## src/rtl/turn_controller.sv

```systemverilog
// Turn arbiter for a 9x9 board: validates each player's submitted move, places legal
// stones, sequences turns with a locked handoff window, and ends the game on two passes.
module turn_controller #(
    parameter int          HANDOFF_CYCLES = 4,
    parameter logic [7:0]  PASS_CODE      = 8'hFF
) (
    input  logic         clk_in,
    input  logic         reset,
    input  logic         move_ready_b,
    input  logic [7:0]   move_b,
    input  logic         move_ready_w,
    input  logic [7:0]   move_w,
    output logic         my_turn_b,
    output logic         my_turn_w,
    output logic [161:0] board,
    output logic         move_accepted,
    output logic         move_rejected,
    output logic [7:0]   last_move,
    output logic [7:0]   move_count,
    output logic         game_over
);

    localparam logic [2:0] S_WAIT      = 3'd0;
    localparam logic [2:0] S_CHECK     = 3'd1;
    localparam logic [2:0] S_COMMIT    = 3'd2;
    localparam logic [2:0] S_REJECT    = 3'd3;
    localparam logic [2:0] S_HANDOFF   = 3'd4;
    localparam logic [2:0] S_GAME_OVER = 3'd5;

    localparam logic [7:0] HANDOFF_LAST = 8'(HANDOFF_CYCLES - 1);

    // Cell (row, col) lives at flat bits [2*(9*row+col) +: 2] of the board port.
    logic [8:0][8:0][1:0] board_q, board_d;
    logic [2:0]           state_q, state_d;
    logic [7:0]           cand_q, cand_d;
    logic                 turn_q, turn_d;       // 0 = black, 1 = white
    logic [1:0]           streak_q, streak_d;
    logic [7:0]           hcnt_q, hcnt_d;
    logic                 acc_q, acc_d;
    logic                 rej_q, rej_d;
    logic [7:0]           last_q, last_d;
    logic [7:0]           count_q, count_d;

    logic       sel_ready;
    logic [7:0] sel_move;
    logic [3:0] cand_row, cand_col;
    logic       cand_is_pass, in_range, cand_legal;
    logic [1:0] cand_cell, colour;
    logic       locked;

    assign sel_ready    = turn_q ? move_ready_w : move_ready_b;
    assign sel_move     = turn_q ? move_w : move_b;
    assign cand_row     = cand_q[7:4];
    assign cand_col     = cand_q[3:0];
    assign cand_is_pass = (cand_q == PASS_CODE);
    assign in_range     = (cand_row < 4'd9) && (cand_col < 4'd9);
    assign cand_cell    = in_range ? board_q[cand_row][cand_col] : 2'b00;
    assign cand_legal   = cand_is_pass || (in_range && (cand_cell == 2'b00));
    assign colour       = turn_q ? 2'b10 : 2'b01;

    always_comb begin
        // NOTE: every next-state signal gets a default first so no path leaves it unassigned (no latches).
        state_d  = state_q;
        cand_d   = cand_q;
        turn_d   = turn_q;
        streak_d = streak_q;
        hcnt_d   = hcnt_q;
        board_d  = board_q;
        acc_d    = 1'b0;
        rej_d    = 1'b0;
        last_d   = last_q;
        count_d  = count_q;

        case (state_q)
            S_WAIT: begin
                if (sel_ready) begin
                    cand_d  = sel_move;
                    state_d = S_CHECK;
                end
            end
            S_CHECK: begin
                state_d = cand_legal ? S_COMMIT : S_REJECT;
            end
            S_COMMIT: begin
                acc_d  = 1'b1;
                last_d = cand_q;
                if (count_q != 8'hFF) begin
                    count_d = count_q + 8'd1;
                end
                if (cand_is_pass) begin
                    streak_d = streak_q + 2'd1;
                end else begin
                    board_d[cand_row][cand_col] = colour;
                    streak_d = 2'd0;
                end
                if (cand_is_pass && (streak_q == 2'd1)) begin
                    state_d = S_GAME_OVER;
                end else begin
                    state_d = S_HANDOFF;
                    hcnt_d  = 8'd0;
                end
            end
            S_REJECT: begin
                rej_d   = 1'b1;
                state_d = S_WAIT;
            end
            S_HANDOFF: begin
                if (hcnt_q == HANDOFF_LAST) begin
                    turn_d  = ~turn_q;
                    state_d = S_WAIT;
                end else begin
                    hcnt_d = hcnt_q + 8'd1;
                end
            end
            S_GAME_OVER: begin
                state_d = S_GAME_OVER;
            end
            default: begin
                state_d = S_WAIT;
            end
        endcase
    end

    always_ff @(posedge clk_in or posedge reset) begin
        if (reset) begin
            // NOTE: the board is plain flops with async reset, so reset always presents an empty board.
            board_q  <= '0;
            state_q  <= S_WAIT;
            cand_q   <= 8'd0;
            turn_q   <= 1'b0;
            streak_q <= 2'd0;
            hcnt_q   <= 8'd0;
            acc_q    <= 1'b0;
            rej_q    <= 1'b0;
            last_q   <= PASS_CODE;
            count_q  <= 8'd0;
        end else begin
            // NOTE: non-blocking assignments so every register sees pre-edge values of the others.
            board_q  <= board_d;
            state_q  <= state_d;
            cand_q   <= cand_d;
            turn_q   <= turn_d;
            streak_q <= streak_d;
            hcnt_q   <= hcnt_d;
            acc_q    <= acc_d;
            rej_q    <= rej_d;
            last_q   <= last_d;
            count_q  <= count_d;
        end
    end

    assign locked        = (state_q == S_HANDOFF) || (state_q == S_GAME_OVER);
    assign my_turn_b     = !locked && !turn_q;
    assign my_turn_w     = !locked && turn_q;
    assign board         = board_q;
    assign move_accepted = acc_q;
    assign move_rejected = rej_q;
    assign last_move     = last_q;
    assign move_count    = count_q;
    assign game_over     = (state_q == S_GAME_OVER);

endmodule

```

## config.mk

```make
export PLATFORM = sky130hd
export DESIGN_NAME = turn_controller
export DESIGN_NICKNAME = d
export VERILOG_FILES = /design/src/rtl/turn_controller.sv
export SDC_FILE = /design/constraint.sdc
export NUM_CORES = 1
export LEC_CHECK = 0
export ABC_AREA = 1
export CAP_MARGIN = 20
export CELL_PAD_IN_SITES_DETAIL_PLACEMENT = 1
export CELL_PAD_IN_SITES_GLOBAL_PLACEMENT = 1
export CORE_AREA = 2 2 173 175
export DETAILED_ROUTE_END_ITERATION = 10
export DIE_AREA = 0 0 175 177
export GPL_TIMING_DRIVEN = 0
export PLACE_DENSITY_LB_ADDON = 0.1
export SLEW_MARGIN = 20
export SYNTH_ARGS = -nofsm -noshare
export SYNTH_HDL_FRONTEND = slang
export SYNTH_SLANG_ARGS = --single-unit
export TNS_END_PERCENT = 50
```

## constraint.sdc

```tcl
create_clock -name clk_in -period 7.74 [get_ports clk_in]
set_input_delay 2.322 -clock clk_in [delete_from_list [all_inputs] [get_ports clk_in]]
set_output_delay 2.322 -clock clk_in [all_outputs]
set_load 0.05 [all_outputs]
```

==> results of run 1 <==
-- cell type report --
type / instances / area, sq um / area share
Inverter: 54 / 206 / 0.0156
Tap cell: 390 / 488 / 0.0370
Buffer: 49 / 249 / 0.0189
Multi-Input combinational cell: 889 / 4240 / 0.321
Clock buffer: 34 / 709 / 0.0537
Timing Repair Buffer: 208 / 2140 / 0.162
Sequential cell: 202 / 5060 / 0.384
Clock inverter: 10 / 105 / 0.00796
-- registers in the layout, summed over array words and instances, names as in the netlist --
register       count
board            162
cand_q             8
hcnt_q             8
last_move          8
move_count         8
state_q            3
streak_q           2
move_accepted      1
move_rejected      1
turn_q             1
-- synth_stat cells (all sizes together) --
cell     instances
nor3             8
or2              2
buf             28
nor4             3
o2111ai          1
mux2i            1
o22ai            5
nor2           106
dfstp            8
a21oi            8
dfrtp          194
a31oi            8
o31ai            1
clkbuf          21
xnor2            2
inv             52
o21bai           1
a211oi           1
clkinv           2
nand4            2
nand2          417
nand3          119
nand3b           1
xor2            12
o21ai          186
ha               3
mux2             2
-- routing by layer --
layer,global-route usage,up-vias,part of all wire
li1,-,4382,-
met1,0.349,4704,0.45
met2,0.425,255,0.47
met3,0.0382,60,0.052
met4,0.0722,0,0.026
met5,0,-,0
-- power by group through the flow --
stage / registers (W) / clock network [W] / logic [W]
final: 0.00130 / 0.00117 / 0.00147
after global routing: 0.00131 / 0.00123 / 0.00158
after CTS: 0.00130 / 0.00120 / 0.00148
after detailed placement: 0.00132 / 0 / 0.00147
after global placement: 0.00132 / 0 / 0.00145
after floorplan: 0.00155 / 0 / 0.000653
-- worst min-delay path by stage --
| stage | to | slack, ns | cells past startpoint |
|---|---|---|---|
| global placement | streak_q[0] | 0.49 | 1 |
| floorplan | streak_q[0] | 0.46 | 1 |
| detailed placement | move_count[7] | 0.50 | 1 |
| global route | last_move[4] | 0.52 | 2 |
| CTS | move_count[7] | 0.50 | 1 |
| finish | move_count[7] | 0.50 | 1 |
-- through the flow --
stage | utilization | instance area (sq um) | worst slack (ns) | cells | hold slack [ns]
finish | 0.452 | 13200 | 2.67 | 1836 | 0.502
global placement | 0.420 | 12300 | 0.971 | 1786 | 0.490
floorplan | - | 9760 | 2.81 | 1194 | 0.464
CTS | 0.452 | 13200 | 2.67 | 1836 | 0.505
global route | 0.452 | 13200 | 2.57 | 1836 | 0.525
detailed placement | 0.424 | 12400 | 3.23 | 1792 | 0.495
-- worst max-delay path, delay by kind of cell (launching register included) --
| family | cells | cell delay [ns] |
|---|---|---|
| DFF | 1 | 0.35 |
| buffers and inverters | 3 | 1.62 |
| AOI/OAI and AO/OA | 1 | 0.25 |
-- kinds of logic after synthesis --
kind of cell / after synthesis / synth area share
buf+inv: 103 / 0.0463
flops: 202 / 0.519
compound gates: 211 / 0.111
fa+ha+maj: 3 / 0.00385
xor+xnor: 14 / 0.0126
simple gates: 658 / 0.304
mux: 3 / 0.00333
==> results.cfg, run 1 <==
[run_status]
status = complete, no violations

[critical_path]
path_cells = clkinv_1, clkbuf_1, a21oi_1, clkdlybuf4s50_1
rr_endpoint = board[85]
crit_fanout = 10
crit_start = turn_q
critPathSlowestCell = clkdlybuf4s50_1
cp.required_ns = 5.42
critPathCaptureType = output pin
cp.arrival_ns = 2.75
critical_path_class = reg2out
slowest_delay_ns = 0.84
reg2reg_slack_ns = 5.24
r2r_cells = 9
endpoint = my_turn_w
reg2reg_from = cand_q[5]
start_kind = register

[layout]
area_delta_synth_final_pct = 35.4
drive_gt1_frac = 0.113
final_common_cell = nand2_1
nNetsFinal = 1451
final_cell_mix = nand2_1 (411), clkdlybuf4s50_1 (202), dfrtp_1 (194), o21ai_1 (109), nor2_1 (85)
fillers = 3465
diodes = 0

[clock_network]
cts-hold-fix-buffers = 0
clock_path_buffers = 3
cts_tree = done
clk_pin_slew_ns = 0.06
cts_buffers = 24
cts.sinks = 202
cts_resized = 0
cts_setup_buffers = 0
cts-root-buf = clkbuf_16
clock_latency_ns = 0.52
htreeDepth = 1

[global_routing]
grt_pass1_wl_um = 59700
antenna_found_initial = 0
grt_use_total = 0.256
grt_max_degree = 33
grt_pass1_vias = 9823
grt-ovfl-total = 0

[timing]
finalHoldViolCount = 0
max_freq_mhz = 197
finalSetupViolCount = 0
slew_violations = 0
slew_headroom = 0.306
period_share = 0.655
worst_pin_slew_ns = 1.04
fin_skew_ns = 0.0108
rsz0062_at_grt = false
fin_crit_ns = 5.07
tns_ns = 0

[yosys]
syn-num-nets = 1217
synthCells = 1194
synth_top_cell_by_area = dfrtp_1
syn_area_sq_um = 9750
synthTopCellsByArea = dfrtp_1 (50%), nand2_1 (16%), o21ai_1 (5.6%), nand3_2 (4.1%), nand3_1 (4.1%)
synthDistinctLibCells = 38
yosysSeqAreaShare = 0.519
ys_ff_latch = 202
avgSynthCellArea_sq_um = 8.17
synthDominantCellAreaShare = 0.498
yosys_warnings = 0

[drt]
wl_per_cell_um = 21.4
ant_nets = 0
dr.pass1.iters = 5
drc = 0
vias_per_cell = 5.12
drt-initial-drc-count = 617
finalWirelength_um = 39300
via_count = 9401

[pwr]
clockPowerShare = 0.298
switching_share = 0.432
total_power_w = 0.00394
ir_drop_mv = 0.136
pwr-share-comb = 0.374
sequentialPowerShare = 0.329
total_leakage_power_nw = 5.62
p_switching_w = 0.00170
power_density_nw_per_um2 = 299
power.internal_w = 0.00224

[die]
core_area_sq_um = 29200
die-area_sq_um = 31000
rows = 63
initial_core_util = 0.334
die_w_um = 175
fp.dieH_um = 177
ios = 203

[placed_design]
finalWeightedCongestion = 0.841
dp_hpwl_um = 29400
port_buffers = 202

[hold_path]
hp-class = reg2reg
hp-start = move_count[7]

[run]
drv_cap = 0
(Power assumes the default switching activity.)
==> run 2, diff against run 1 <==
--- a/config.mk
+++ b/config.mk
@@ -9,9 +9,9 @@
 export CAP_MARGIN = 20
 export CELL_PAD_IN_SITES_DETAIL_PLACEMENT = 1
 export CELL_PAD_IN_SITES_GLOBAL_PLACEMENT = 1
-export CORE_AREA = 2 2 173 175
+export CORE_AREA = 2 2 164 166
 export DETAILED_ROUTE_END_ITERATION = 10
-export DIE_AREA = 0 0 175 177
+export DIE_AREA = 0 0 166 168
 export GPL_TIMING_DRIVEN = 0
 export PLACE_DENSITY_LB_ADDON = 0.1
 export SLEW_MARGIN = 20
==> constraint.sdc (replaced) <==
create_clock -name clk_in -period 5.2 [get_ports clk_in]
set_input_delay 1.56 -clock clk_in [delete_from_list [all_inputs] [get_ports clk_in]]
set_output_delay 1.56 -clock clk_in [all_outputs]
set_load 0.05 [all_outputs]
==> results.cfg, run 2 (synthesis gave the netlist of run 1 again) <==
[run_status]
status = complete, no violations

[critical_path]
critPathCaptureType = output pin
start_kind = register
cp.required_ns = 3.64
critPathSlowestCell = clkdlybuf4s50_1
cp.arrival_ns = 2.84
critical_path_class = reg2out
crit_fanout = 10
slowest_delay_ns = 0.83
path_cells = clkinv_1, clkbuf_1, a21oi_1, clkdlybuf4s50_1

[clock_network]
cts-root-buf = clkbuf_16
cts.sinks = 202
htreeDepth = 1
cts_resized = 0
clock_latency_ns = 0.53
cts-hold-fix-buffers = 0
clk_pin_slew_ns = 0.06
cts_tree = done
clock_path_buffers = 3
cts_buffers = 23
cts_setup_buffers = 0

[global_routing]
grt_pass1_wl_um = 58000
grt_pass1_vias = 9853
grt_use_total = 0.270
grt_max_degree = 34
antenna_found_initial = 1
grt-ovfl-total = 0

[layout]
diodes = 0
final_util = 0.498
drive_gt1_frac = 0.112
layout.cells.non_filler = 1785
final_common_cell = nand2_1
nNetsFinal = 1451
area_delta_synth_final_pct = 34.6
final_cell_mix = nand2_1 (411), clkdlybuf4s50_1 (202), dfrtp_1 (194), o21ai_1 (109), nor2_1 (85)
design_area_sq_um = 13100
largest_reg_flops = 162

[timing]
slew_headroom = 0.386
fin_crit_ns = 4.40
finalSetupViolCount = 0
hold_slack_ns = 0.494
rsz0062_at_grt = false
max_freq_mhz = 228
finalHoldViolCount = 0
worst_pin_slew_ns = 0.921
slew_violations = 0
fin_skew_ns = 0.0238
period_share = 0.845

[placed_design]
finalWeightedCongestion = 0.880
port_buffers = 202
dp_hpwl_um = 28500
place_inst = 1744
postPlaceCellArea_sq_um = 12400

[die]
initial_core_util = 0.370
ios = 203
rows = 60
fp.dieH_um = 168
die_w_um = 166
core_area_sq_um = 26400
die-area_sq_um = 27900

[pwr]
total_leakage_power_nw = 5.62
power_density_nw_per_um2 = 442
ir_drop_mv = 0.210

[drt]
finalWirelength_um = 38000
drc = 0
ant_nets = 0
via_count = 9446
vias_per_cell = 5.29
dr.pass1.iters = 4
drt-initial-drc-count = 562
wl_per_cell_um = 21.3

[hold_path]
hp-class = reg2reg

[run]
drv_cap = 0
-- run 2: cell types whose count changed in the layout (fill, tap and decap cells not counted) --
cell        change
clkbuf_8        +2
clkinv_2        -2
clkinvlp_4      -2
clkbuf_16       -2
buf_16          +1
inv_6           +1
-- run 2: report_power, final --
part           internal, W  total [W]  switching [W]
Sequential         0.00176    0.00193       0.000165
Combinational     0.000530    0.00219        0.00166
Clock              0.00101    0.00168       0.000675
-- run 2: through the flow --
stage | setup slack [ns] | total power [W] | TNS [ns]
final | 0.805 | 0.00580 | 0
after global routing | 0.716 | 0.00605 | 0
after CTS | 0.761 | 0.00582 | 0
after detailed placement | 1.30 | 0.00413 | 0
after global placement | -0.665 | 0.00409 | -125.82
after floorplan | 1.03 | 0.00328 | 0
-- run 2: per-layer routing --
metal / global-route usage / wire [um]
met4: 0.0873 / 1200
met1: 0.363 / 16900
met3: 0.0456 / 2180
met5: 0 / 0
met2: 0.446 / 17700
-- run 2: critical path, delay by kind of cell, from the launching register on --
family	cells	cell delay, ns
buffers and inverters	3	1.69
flip-flops	1	0.34
AO/OA/AOI/OAI	1	0.28
-- run 2: layout make-up --
cell class / instances / area, sq um
fillers: 3150 / 13200
flip-flops and latches: 202 / 5060
multi-input cells: 889 / 4240
repair buffers: 209 / 2170
clock buffers: 34 / 687
well taps: 341 / 427
plain buffers: 49 / 249
inverters: 54 / 206
clock inverters: 7 / 88.8
-- run 2: path summary, 6_finish.rpt --
kind	startpoint	endpoint	slack, ns	depth (start not counted)
min in group asynchronous	reset	board[28]	1.41	2
min	last_move[1]	last_move[1]	0.49	2
max	turn_q	my_turn_w	0.80	4
min reg2reg	last_move[1]	last_move[1]	0.49	2
max reg2reg	cand_q[4]	state_q[0]	2.80	15
max in group asynchronous	reset	board[156]	2.63	6
==> run 3, diff against run 2 <==
==> constraint.sdc (replaced) <==
create_clock -name clk_in -period 4.4 [get_ports clk_in]
set_input_delay 1.32 -clock clk_in [delete_from_list [all_inputs] [get_ports clk_in]]
set_output_delay 1.32 -clock clk_in [all_outputs]
set_load 0.05 [all_outputs]
==> results of run 3 <==
Same layout as run 2 (identical final DEF). Status: complete, no violations.
Among the figures that moved: setup slack after placement 1.30 ns -> 0.745 ns; setup slack after layout 0.805 ns -> 0.245 ns; register-to-register setup slack 2.80 ns -> 2.00 ns; total power 0.00580 W -> 0.00685 W; worst IR drop on VDD 0.210 mV -> 0.248 mV
